<file path="config.mk">
export PLATFORM = sky130hd
export DESIGN_NAME = regchain_queue_flat
export DESIGN_NICKNAME = d
export VERILOG_FILES = /design/src/rtl/regchain_queue_pkg.sv /design/src/rtl/regchain_queue_if.sv /design/src/rtl/regchain_stage.sv /design/src/rtl/regchain_queue.sv /design/src/flat_wrapper.sv
export SDC_FILE = /design/constraint.sdc
export NUM_CORES = 1
export LEC_CHECK = 0
export BUFFER_PORTS_ARGS = -buffer_cell sky130_fd_sc_hd__buf_2
export CAP_MARGIN = 20
export CORE_MARGIN = 3
export CORE_UTILIZATION = 63
export CTS_CLUSTER_DIAMETER = 80
export DETAILED_ROUTE_END_ITERATION = 8
export HOLD_SLACK_MARGIN = 0.08
export PLACE_DENSITY = 0.93
export SLEW_MARGIN = 20
export SYNTH_ARGS = -nofsm -noshare
export SYNTH_HDL_FRONTEND = slang
export SYNTH_SLANG_ARGS = --single-unit
</file>
<file path="constraint.sdc">
create_clock -name clk -period 5.55 [get_ports clk]
set_clock_uncertainty 0.05 [all_clocks]
set_input_delay 1.11 -clock clk [delete_from_list [all_inputs] [get_ports clk]]
set_output_delay 1.11 -clock clk [all_outputs]
set_load 0.01 [all_outputs]
</file>
<file path="src/rtl/regchain_queue_pkg.sv">
// rtl/regchain_queue_pkg.sv - shared helpers for the register-chain queue
package regchain_queue_pkg;

  function automatic int clog2(input int n);
    int r;
    r = 0;
    while ((1 << r) < n) r++;
    return r;
  endfunction

endpackage

</file>
<file path="src/rtl/regchain_queue_if.sv">
// rtl/regchain_queue_if.sv - write/read/status bundle of the register-chain queue
interface regchain_queue_if
  import regchain_queue_pkg::*;
#(
  parameter int WIDTH = 8,
  parameter int DEPTH = 10
);
  localparam int CW = clog2(DEPTH + 1);

  logic             flush;
  logic             we;
  logic [WIDTH-1:0] idata;
  logic             re;
  logic [WIDTH-1:0] wdata;
  logic             rvalid;
  logic             head_valid;
  logic             oready;
  logic             full;
  logic [CW-1:0]    count;
  logic             overflow;
  logic             underflow;

  modport master (
    output flush, we, idata, re,
    input  wdata, rvalid, head_valid, oready, full, count, overflow, underflow
  );

  modport slave (
    input  flush, we, idata, re,
    output wdata, rvalid, head_valid, oready, full, count, overflow, underflow
  );
endinterface

</file>
<file path="src/rtl/regchain_stage.sv">
// rtl/regchain_stage.sv - one payload+valid slot; load wins over clear
module regchain_stage #(
  parameter int WIDTH = 8
) (
  input  logic             clk,
  input  logic             rst,
  input  logic             load,
  input  logic             clear,
  input  logic [WIDTH-1:0] din,
  input  logic             vin,
  output logic [WIDTH-1:0] dout,
  output logic             vout
);

  always_ff @(posedge clk) begin
    if (!rst) begin
      dout <= '0;
      vout <= 1'b0;
    end else if (load) begin
      dout <= din;
      vout <= vin;
    end else if (clear) begin
      vout <= 1'b0;
    end
  end

endmodule

</file>
<file path="src/rtl/regchain_queue.sv">
// rtl/regchain_queue.sv - FIFO built from a chain of slot registers, no RAM
module regchain_queue
  import regchain_queue_pkg::*;
#(
  parameter int WIDTH = 8,
  parameter int DEPTH = 10,
  parameter int BREAK = 5
) (
  input logic             clk,
  input logic             rst,
  regchain_queue_if.slave q
);
  localparam int CW = clog2(DEPTH + 1);

  logic [WIDTH-1:0] pd [DEPTH];
  logic             v  [DEPTH];
  logic [DEPTH-1:0] mv;
  logic             oready;
  logic             wacc;
  logic             racc;
  logic [WIDTH-1:0] wdata_q;
  logic             rvalid_q;
  logic [CW-1:0]    cnt;
  logic             ovf;
  logic             unf;

  // Move chain is cut every BREAK slots to bound the combinational path;
  // a slot vacated by a move is cleared unless its upstream refills it.
  always_comb begin
    mv = '0;
    mv[DEPTH-1] = q.re | !v[DEPTH-1];
    for (int i = DEPTH - 2; i >= 0; i--) begin
      if ((i + 1) % BREAK == 0) mv[i] = !v[i+1];
      else                      mv[i] = mv[i+1] | !v[i+1];
    end
  end

  assign oready = mv[0] | !v[0];
  assign wacc   = q.we & oready;
  assign racc   = q.re & v[DEPTH-1];

  for (genvar i = 0; i < DEPTH; i++) begin : g_stage
    logic             ld;
    logic [WIDTH-1:0] din;
    logic             vin;
    if (i == 0) begin : g_in
      assign ld  = !q.flush && wacc;
      assign din = q.idata;
      assign vin = 1'b1;
    end else begin : g_mid
      assign ld  = !q.flush && mv[i-1];
      assign din = pd[i-1];
      assign vin = v[i-1];
    end
    regchain_stage #(.WIDTH(WIDTH)) u_stage (
      .clk   (clk),
      .rst   (rst),
      .load  (ld),
      .clear (q.flush | mv[i]),
      .din   (din),
      .vin   (vin),
      .dout  (pd[i]),
      .vout  (v[i])
    );
  end

  // Entries only enter at slot 0 and leave by a read, so count tracks those two events.
  always_ff @(posedge clk) begin
    if (!rst) begin
      wdata_q  <= '0;
      rvalid_q <= 1'b0;
      cnt      <= '0;
      ovf      <= 1'b0;
      unf      <= 1'b0;
    end else if (q.flush) begin
      rvalid_q <= 1'b0;
      cnt      <= '0;
    end else begin
      rvalid_q <= racc;
      if (racc) wdata_q <= pd[DEPTH-1];
      if (q.we && !oready) ovf <= 1'b1;
      if (q.re && !v[DEPTH-1]) unf <= 1'b1;
      cnt <= cnt + CW'(wacc) - CW'(racc);
    end
  end

  assign q.wdata      = wdata_q;
  assign q.rvalid     = rvalid_q;
  assign q.head_valid = v[DEPTH-1];
  assign q.oready     = oready;
  assign q.full       = v[0];
  assign q.count      = cnt;
  assign q.overflow   = ovf;
  assign q.underflow  = unf;

endmodule

</file>
<file path="src/flat_wrapper.sv">
// flat-port wrapper written by rule: the top's interface ports become plain ports
module regchain_queue_flat import regchain_queue_pkg::*;
#(
  parameter int WIDTH = 8,
  parameter int DEPTH = 10,
  parameter int BREAK = 5
)
  (clk, rst, q_flush, q_we, q_idata, q_re, q_wdata, q_rvalid, q_head_valid, q_oready, q_full, q_count, q_overflow, q_underflow);
  regchain_queue_if #(.WIDTH(WIDTH), .DEPTH(DEPTH)) q_i ();
  input logic clk;
  input logic rst;
  input wire logic [$bits(q_i.flush)-1:0] q_flush;
  input wire logic [$bits(q_i.we)-1:0] q_we;
  input wire logic [$bits(q_i.idata)-1:0] q_idata;
  input wire logic [$bits(q_i.re)-1:0] q_re;
  output wire logic [$bits(q_i.wdata)-1:0] q_wdata;
  output wire logic [$bits(q_i.rvalid)-1:0] q_rvalid;
  output wire logic [$bits(q_i.head_valid)-1:0] q_head_valid;
  output wire logic [$bits(q_i.oready)-1:0] q_oready;
  output wire logic [$bits(q_i.full)-1:0] q_full;
  output wire logic [$bits(q_i.count)-1:0] q_count;
  output wire logic [$bits(q_i.overflow)-1:0] q_overflow;
  output wire logic [$bits(q_i.underflow)-1:0] q_underflow;
  assign q_i.flush = q_flush;
  assign q_i.we = q_we;
  assign q_i.idata = q_idata;
  assign q_i.re = q_re;
  assign q_wdata = q_i.wdata;
  assign q_rvalid = q_i.rvalid;
  assign q_head_valid = q_i.head_valid;
  assign q_oready = q_i.oready;
  assign q_full = q_i.full;
  assign q_count = q_i.count;
  assign q_overflow = q_i.overflow;
  assign q_underflow = q_i.underflow;
  regchain_queue #(.WIDTH(WIDTH), .DEPTH(DEPTH), .BREAK(BREAK)) u_core (.clk(clk), .rst(rst), .q(q_i));
endmodule
</file>
# Word-level counts from Yosys, hierarchy flattened
# Index checks and enable logic that the tools add are counted.
dict set report classes {
  add_sub_neg 2
  mul 0
  div 0
  magnitude_cmp 0
  n_eq_ne 0
  shift 0
  n_mux 20
  bitwise 24
  n_reduce_logical 38
}
# op count
set ops {}
lappend ops {{$mux 1} 20}
lappend ops {{$or 1x1->1} 20}
lappend ops {{$reduce_bool 2->1} 10}
lappend ops {{$logic_and 1x1->1} 12}
lappend ops {{$logic_not 1->1} 12}
lappend ops {{$reduce_and 2->1} 3}
lappend ops {{$add 4x1->4} 1}
lappend ops {{$sub 4x1->4} 1}
lappend ops {{$and 1x1->1} 2}
lappend ops {{$not 1->1} 2}
lappend ops {{$reduce_or 2->1} 1}
dict set report totals {
  ff_bits 105
  latchBits 0
  ram_bits 0
  mem_bits_ro 0
  inputBits 13
  out_inout_bits 18
  elab_cells 109
  mem_count 0
}

# Logic depth before layout (Yosys ltp)
# Gate-level depths: netlist of run 1.
dict set report depth {
  word_depth 9
  depth_mapped 8
  mapped_depth_nobuf 7
}

# By module
# Synthesis of run 1 repeated with hierarchy kept, for this count alone.
dict set report hier_totals {
  cells_unflattened 374
  hier_area_um2 4216.5
}
# mod instances cells_each area_each_um2 seq_area_each_um2
set by_module_without_submodules {}
lappend by_module_without_submodules {regchain_stage 10 28 340.3 180.2}
lappend by_module_without_submodules {regchain_queue 1 94 813.3 300.3}

# Worst setup path after synthesis of run 1
# No wires, ideal clock.
dict set report synth_path {
  path_kind {input to register}
  from {input port q_re}
  to {register u_core.cnt[2] (netlist: u_core.q.count[2])}
  arrival_time_ns 2.306
  setup_slack_ns 3.067
  cell_stages 7
  path_buffers 0
  cell_sequence {and2_1 -> ha_1 -> inv_1 -> ha_1 -> fa_1 -> xnor2_1 -> nor2_1}
}
dict set report synth_via {
  elab_chain_cells 2
}
# item line
set synth_rtl {}
lappend synth_rtl {{from (decl)} flat_wrapper.sv:15} ;# input wire logic [$bits(q_i.re)-1:0] q_re;
lappend synth_rtl {{$and 1x1->1} regchain_queue.sv:40} ;# assign racc = q.re & v[DEPTH-1];
lappend synth_rtl {{$sub 4x1->4} regchain_queue.sv:83} ;# cnt <= cnt + CW'(wacc) - CW'(racc);
lappend synth_rtl {{to (signal assigned)} regchain_queue.sv:83}
lappend synth_rtl {{to (decl)} regchain_queue.sv:23} ;# logic [CW-1:0] cnt;
# No other way between the ends.
# A chain may end at the register's enable or synchronous reset.

# Worst setup path after layout of run 1
dict set report layout_path {
  from {register u_core.g_stage[5].u_stage.vout}
  to {output port q_oready}
}
dict set report layout_via {
  elab_chain_cells 6
}
# item line
set layout_rtl {}
lappend layout_rtl {{from (decl)} regchain_stage.sv:12} ;# output logic vout
lappend layout_rtl {{from (signal assigned)} regchain_stage.sv:21} ;# vout <= vin;
lappend layout_rtl {{$logic_not 1->1} regchain_queue.sv:33} ;# if ((i + 1) % BREAK == 0) mv[i] = !v[i+1];
lappend layout_rtl {{$or 1x1->1 (4 in series)} regchain_queue.sv:34} ;# else mv[i] = mv[i+1] | !v[i+1];
lappend layout_rtl {{$or 1x1->1} regchain_queue.sv:38} ;# assign oready = mv[0] | !v[0];
lappend layout_rtl {{to (decl)} flat_wrapper.sv:19} ;# output wire logic [$bits(q_i.oready)-1:0] q_oready;
# No other way between the ends.

==> results of run 1 <==
## routing by layer
metal | part of all wire [%] | wire [microns] | global-route usage [%]
met5 | 0 | 0 | 0
met2 | 53 | 4270 | 43.9
met3 | 4.5 | 359 | 5.64
met1 | 40 | 3230 | 23.8
met4 | 1.5 | 120 | 6.83
## cell usage in the layout, fill, tap and decap left out, types with 2 or more instances in the layout
| cell type | instances |
|---|---|
| buf_2 | 30 |
| mux2_2 | 8 |
| dfxtp_1 | 105 |
| a21o_1 | 2 |
| nor2b_1 | 3 |
| nand2_1 | 97 |
| nand3b_1 | 10 |
| a21oi_1 | 55 |
| mux2i_1 | 32 |
| nand3_1 | 34 |
| a31oi_1 | 4 |
| o21ai_0 | 25 |
| inv_1 | 15 |
| o311ai_0 | 8 |
| nand2b_1 | 2 |
| inv_6 | 2 |
| clkbuf_8 | 10 |
| nor2_1 | 25 |
| and2_1 | 3 |
| ha_1 | 4 |
| a41oi_1 | 2 |
## power by group through the flow
| stage | Clock [mW] | Combinational [mW] | Sequential [mW] |
|---|---|---|---|
| 2_1_floorplan | 0 | 0.0458 | 0.781 |
| 3_3_place_gp | 0 | 0.0576 | 0.781 |
| 3_5_place_dp | 0 | 0.0595 | 0.782 |
| 4_1_cts | 0.441 | 0.0599 | 0.764 |
| 5_1_grt | 0.474 | 0.0687 | 0.765 |
| 6_report | 0.432 | 0.0616 | 0.764 |
## kinds of logic after synthesis
family	after synthesis	synth area share, %
simple gates	179	19.0
flops	105	50.0
compound gates	101	14.1
buf+inv	50	5.03
mux	40	9.77
fa+ha+maj	5	1.67
xor+xnor	2	0.417
## worst max path at each step
stage	startpoint	endpoint	cells past startpoint
2_1_floorplan	q_re	u_core.q.count[2]	7
4_1_cts	u_core.g_stage[5].u_stage.vout	q_oready	3
3_3_place_gp	rst	u_core.q.count[3]	4
6_report	u_core.g_stage[5].u_stage.vout	q_oready	3
3_5_place_dp	rst	u_core.q.count[3]	4
5_1_grt	u_core.g_stage[5].u_stage.vout	q_oready	3
## cell type report
| type | count | area [sq um] | share of cell area [%] |
|---|---|---|---|
| Clock inverter | 5 | 38.8 | 0.862 |
| Inverter | 17 | 63.8 | 1.42 |
| Sequential cell | 105 | 2100 | 46.7 |
| Multi-Input combinational cell | 327 | 1890 | 42.0 |
| Timing Repair Buffer | 31 | 170 | 3.78 |
| Clock buffer | 11 | 141 | 3.14 |
| Tap cell | 77 | 96.3 | 2.14 |
## metrics by stage
| stage | area, sq um | util [%] | setup slack (ns) | hold slack [ns] | power (mW) |
|---|---|---|---|---|---|
| floorplan | 4200 | - | 3.07 | 0.382 | 0.827 |
| global placement | 4300 | 67.0 | 2.34 | 0.389 | 0.839 |
| detailed placement | 4300 | 67.0 | 2.26 | 0.395 | 0.841 |
| CTS | 4480 | 69.8 | 2.61 | 0.410 | 1.27 |
| global route | 4500 | 70.1 | 2.46 | 0.435 | 1.31 |
| finish | 4500 | 70.1 | 2.59 | 0.411 | 1.26 |
## critical path, delay by kind of cell (launching register included)
| family | cells | cell delay, ns |
|---|---|---|
| flip-flops | 1 | 0.75 |
| buffers and inverters | 1 | 0.16 |
| AND/OR/NAND/NOR | 2 | 0.53 |
## registers in the layout, summed over array words and instances, names as in the netlist
signal and cells:
u_core.g_stage.u_stage.dout 80, u_core.g_stage.u_stage.vout 10, u_core.q.wdata 8, u_core.q.count 4, u_core.q.overflow 1, u_core.q.rvalid 1
u_core.q.underflow 1
==> flow_summary.toml, run 1 <==
[run_status]
status = "completed"

[power]
p_per_area_nw_per_um2 = 279
p_leak_nw = 1.65
worst_ir_drop_vdd_v = 0.000187
combPwrFrac_pct = 4.9
power_switching_uw = 299
p_int_uw = 958
power_switching_share_pct = 23.8
seq_power_share_pct = 60.8
p_clk_share_pct = 34.3

[clock_network]
cts_tree = "yes"
root_buffer = "clkbuf_8"
htreeDepth = 3
cts_resized = 0
clk_pin_slew_ns = 0.09
cts_buffer_depth = 2
cts.sinks = 105
numCtsBuffers = 9
cts_setup_buffers = 0
ctsHoldBuffers = 0
clk_latency_ns = 0.37

[drt]
drt_pass1_iterations = 4
routedWlPerCell_microns = 13.9
drc_errors = 0
via_per_inst = 5.73
wirelength_microns = 7980
antenna_left = 0
vias = 3286
drt_iter0_markers = 174

[timing]
relSlewSlack_pct = 33.8
hold_violations = 0
tightestPinTransition_ns = 0.991
final-max-slew-violation-count = 0
final.setup.tns_ns = 0
setup_violations = 0
fmax_ghz = 0.337
period_needed_ns = 2.96
rsz0062_at_grt = "no"
fin_crit_sh_pct = 53.4

[logic_synthesis]
yosys.area.top_type_share_pct = 50.0
ys_seq_area_share_pct = 50.0
netlist_top_cells_count = "dfxtp_1, nand2_1, a21oi_1"
synth.net_count = 500
netlist_top_cells_area = "dfxtp_1, nand2_1, mux2i_1"
yosys_warnings = 0
ys_types = 38
synthesis.area_sq_um = 4200
synth_top_area_cell = "dfxtp_1"
synthCells = 482
synth-seq-cells = 105
avgSynthCellArea_sq_um = 8.72
synthArstFlopShare_pct = 0
yosysMostFrequentCell = "dfxtp_1"
ys.flop_type = "dfxtp_1"
synth_edf_count = 0

[floorplanning]
start_util_pct = 65.4
core_sq_um = 6420
pin_count = 31
num_rows = 29
die_w_microns = 87.7
die_y_microns = 87.7
die-area_sq_um = 7690

[global_routing]
grt_pass1_vias = 3292
grt_usage_pct = 22.7
grt-ovfl-total = 0
antenna_found_initial = 0
grt_pass1_wl_microns = 14000
grt_max_degree = 68

[critical_path]
crit_path_end_kind = "output port"
path_cells = "and4_4 -> nand3_1 -> buf_2"
start_kind = "register"
slowest_stage = "dfxtp_1"
r2r_slack_ns = 3.21
critPathMaxFanout = 21
crit_arrival_ns = 1.80
r2r-end = "u_core.q.count[2]"
cpPeakStageDelay_ns = 0.75
r2r_cells = 6
regToRegStartpoint = "u_core.g_stage[5].u_stage.vout"
path_class = "register to output port"
cp.required_ns = 4.39

[final_layout]
drive_above_1_share_pct = 12.1
stdcell_count = 573
diodes = 0
syn2layout_area_growth_pct = 7.12
fin_nets = 509
nFillCells = 478

[hold_path]
min_path_type = "register to register"
worstHoldStart = "u_core.g_stage[2].u_stage.dout[7]"
min_delay_path_depth = 2
hold-path-endpoint = "u_core.g_stage[3].u_stage.dout[7]"

[placed_design]
gp_congestion = 0.755
dp_hpwl_microns = 5180
dpl.cell_count = 556
portBuffers = 30

[job]
drv_cap = 0
No activity file was read; power rests on OpenSTA's default activity.
==> run 2, diff against run 1 <==
--- a/config.mk
+++ b/config.mk
@@ -5,14 +5,15 @@
 export SDC_FILE = /design/constraint.sdc
 export NUM_CORES = 1
 export LEC_CHECK = 0
+export ABC_AREA = 1
 export BUFFER_PORTS_ARGS = -buffer_cell sky130_fd_sc_hd__buf_2
 export CAP_MARGIN = 20
 export CORE_MARGIN = 3
-export CORE_UTILIZATION = 63
+export CORE_UTILIZATION = 59
 export CTS_CLUSTER_DIAMETER = 80
 export DETAILED_ROUTE_END_ITERATION = 8
 export HOLD_SLACK_MARGIN = 0.08
-export PLACE_DENSITY = 0.93
+export PLACE_DENSITY = 0.89
 export SLEW_MARGIN = 20
 export SYNTH_ARGS = -nofsm -noshare
 export SYNTH_HDL_FRONTEND = slang
==> constraint.sdc (replaced) <==
create_clock -name clk -period 3 [get_ports clk]
set_clock_uncertainty 0.05 [all_clocks]
set_input_delay 0.6 -clock clk [delete_from_list [all_inputs] [get_ports clk]]
set_output_delay 0.6 -clock clk [all_outputs]
set_load 0.01 [all_outputs]
==> flow_summary.toml, run 2 <==
[global_routing]
grt-ovfl-total = 0
antenna_found_initial = 0
grt_pass1_vias = 3041
grt_usage_pct = 20.4
grt_max_degree = 90
grt_pass1_wl_microns = 12500
grtUsageMet2_pct = 39.6
grt.met1_usage_pct = 20.7
met3_usage_pct = 5.74
grt_busiest_layer = "met2"

[power]
p_clk_share_pct = 33.8
seq_power_share_pct = 58.7
p_int_mw = 1.93
power_switching_share_pct = 24.3
worst_ir_drop_vdd_v = 0.000484
power_switching_uw = 621
p_per_area_nw_per_um2 = 591
combPwrFrac_pct = 7.5
p_leak_nw = 1.98

[logic_synthesis]
synth_edf_count = 0
synthCells = 508
synthArstFlopShare_pct = 0
synth-seq-cells = 105
ys.flop_type = "dfxtp_1"
yosysMostFrequentCell = "nor2_1"
synthesis.area_sq_um = 3950
avgSynthCellArea_sq_um = 7.77
ys_types = 24
yosys.area.top_type_share_pct = 53.3
netlist_top_cells_area = "dfxtp_1, nor2_1, o21ai_0"
netlist_top_cells_count = "nor2_1, dfxtp_1, o21ai_0"
ys_seq_area_share_pct = 53.3
yosys_warnings = 0
synth_top_area_cell = "dfxtp_1"
synth.net_count = 526

[timing]
fin_crit_sh_pct = 71.9
tightestPinTransition_ns = 0.706
rsz0062_at_grt = "no"
relSlewSlack_pct = 53.0
period_needed_ns = 2.16
whs_ns = 0.417
setup_violations = 0
final-max-slew-violation-count = 0
hold_violations = 0
final.setup.tns_ns = 0
fmax_ghz = 0.464

[drt]
drc_errors = 0
wirelength_microns = 6940
antenna_left = 0
routedWlPerCell_microns = 11.3
via_per_inst = 5.07
drt_pass1_iterations = 4
vias = 3115
drt_iter0_markers = 96

[placed_design]
dp_hpwl_microns = 4910
portBuffers = 30
gp_congestion = 0.773

[final_layout]
diodes = 0
regMostFlops = "u_core.g_stage.u_stage.dout"
syn2layout_area_growth_pct = 9.36
fin_nets = 551
largest_reg_flops = 80
mostFrequentLayoutCell = "nor2_1"
drive_above_1_share_pct = 10.6
mostFrequentLayoutCells = "nor2_1, dfxtp_1, o21ai_0"

[clock_network]
cts_tree = "yes"
cts_resized = 0
clk_latency_ns = 0.36
numCtsBuffers = 9
ctsHoldBuffers = 0
cts_setup_buffers = 0
clk_pin_slew_ns = 0.09
cts.sinks = 105
root_buffer = "clkbuf_8"
htreeDepth = 3
cts_buffer_depth = 2

[critical_path]
slowest_stage = "dfxtp_1"
path_cells = "nand2_2 -> nor2_4 -> nand4_4 -> buf_2"
crit_arrival_ns = 1.51
path_class = "register to output port"
critPathMaxFanout = 19
cp.required_ns = 2.35
r2r_slack_ns = 0.94
start_kind = "register"
crit_path_end_kind = "output port"
cpPeakStageDelay_ns = 0.43

[floorplanning]
start_util_pct = 61.4
core_sq_um = 6420
die_w_microns = 87.8
die_y_microns = 87.8
die-area_sq_um = 7700
pin_count = 31
num_rows = 29

[run_status]
status = "completed"

[hold_path]
min_path_type = "register to register"

[job]
drv_cap = 0
-- run 2: cell types whose count changed in the layout (fill, tap and decap cells not counted), sizes merged, moves of 4 or more --
cell	before	now
nand3	34	14
o311ai	8	0
o21ai	25	65
a31oi	4	0
nand2	97	38
nand3b	10	15
nor2	26	175
mux2	8	0
a21oi	56	28
mux2i	32	0
inv	18	41
-- run 2: cell type report --
cell class | instances | area (sq um)
fillers | 529 | 2110
flip-flops and latches | 105 | 2100
multi-input cells | 345 | 1600
repair buffers | 32 | 165
inverters | 40 | 150
clock buffers | 9 | 124
well taps | 77 | 96.3
clock inverters | 7 | 77.6
-- run 2: cells by family after synthesis --
| kind of cell | after synthesis | synth area share [%] |
|---|---|---|
| fa+ha+maj | 5 | 1.78 |
| xor+xnor | 2 | 0.444 |
| compound gates | 95 | 12.2 |
| buf+inv | 58 | 6.18 |
| simple gates | 243 | 26.1 |
| flops | 105 | 53.3 |
-- run 2: through the flow --
step / instance area [sq um] / total power [mW] / utilization (%) / setup slack (ns) / instances
finish: 4310 / 2.55 / 67.2 / 0.843 / 615
global route: 4310 / 2.67 / 67.2 / 0.698 / 615
CTS: 4310 / 2.57 / 67.2 / 0.831 / 615
detailed placement: 4110 / 1.72 / 64.0 / 0.795 / 599
global placement: 4110 / 1.71 / 64.0 / 0.877 / 599
floorplan: 3950 / 1.68 / - / 1.05 / 508
-- run 2: power by group through the flow --
stage	sequential [mW]	clock, mW	combinational (mW)
after floorplan	1.52	0	0.154
after global placement	1.53	0	0.186
final	1.50	0.862	0.191
after global routing	1.51	0.940	0.229
after detailed placement	1.53	0	0.192
after CTS	1.50	0.882	0.194
-- run 2: per-layer routing --
metal  wire, microns  up-vias  share of wire, %
met4             121        0               1.7
met2            3710       47                53
met3             231       13               3.3
met5               0        -                 0
li1                -     1662                 -
met1            2880     1393                41
-- run 2: critical path: cells and delay by family (launching register included) --
kind / cells / cell delay, ns
buffers and inverters: 1 / 0.23
DFF: 1 / 0.43
and+or+nand+nor: 3 / 0.49
-- run 2: final timing paths --
check                                  from                 end  cells past startpoint
min                      u_core.q.underflow  u_core.q.underflow                      2
min reg2reg              u_core.q.underflow  u_core.q.underflow                      2
max          u_core.g_stage[5].u_stage.vout            q_oready                      4
max reg2reg  u_core.g_stage[5].u_stage.vout   u_core.q.count[2]                      9
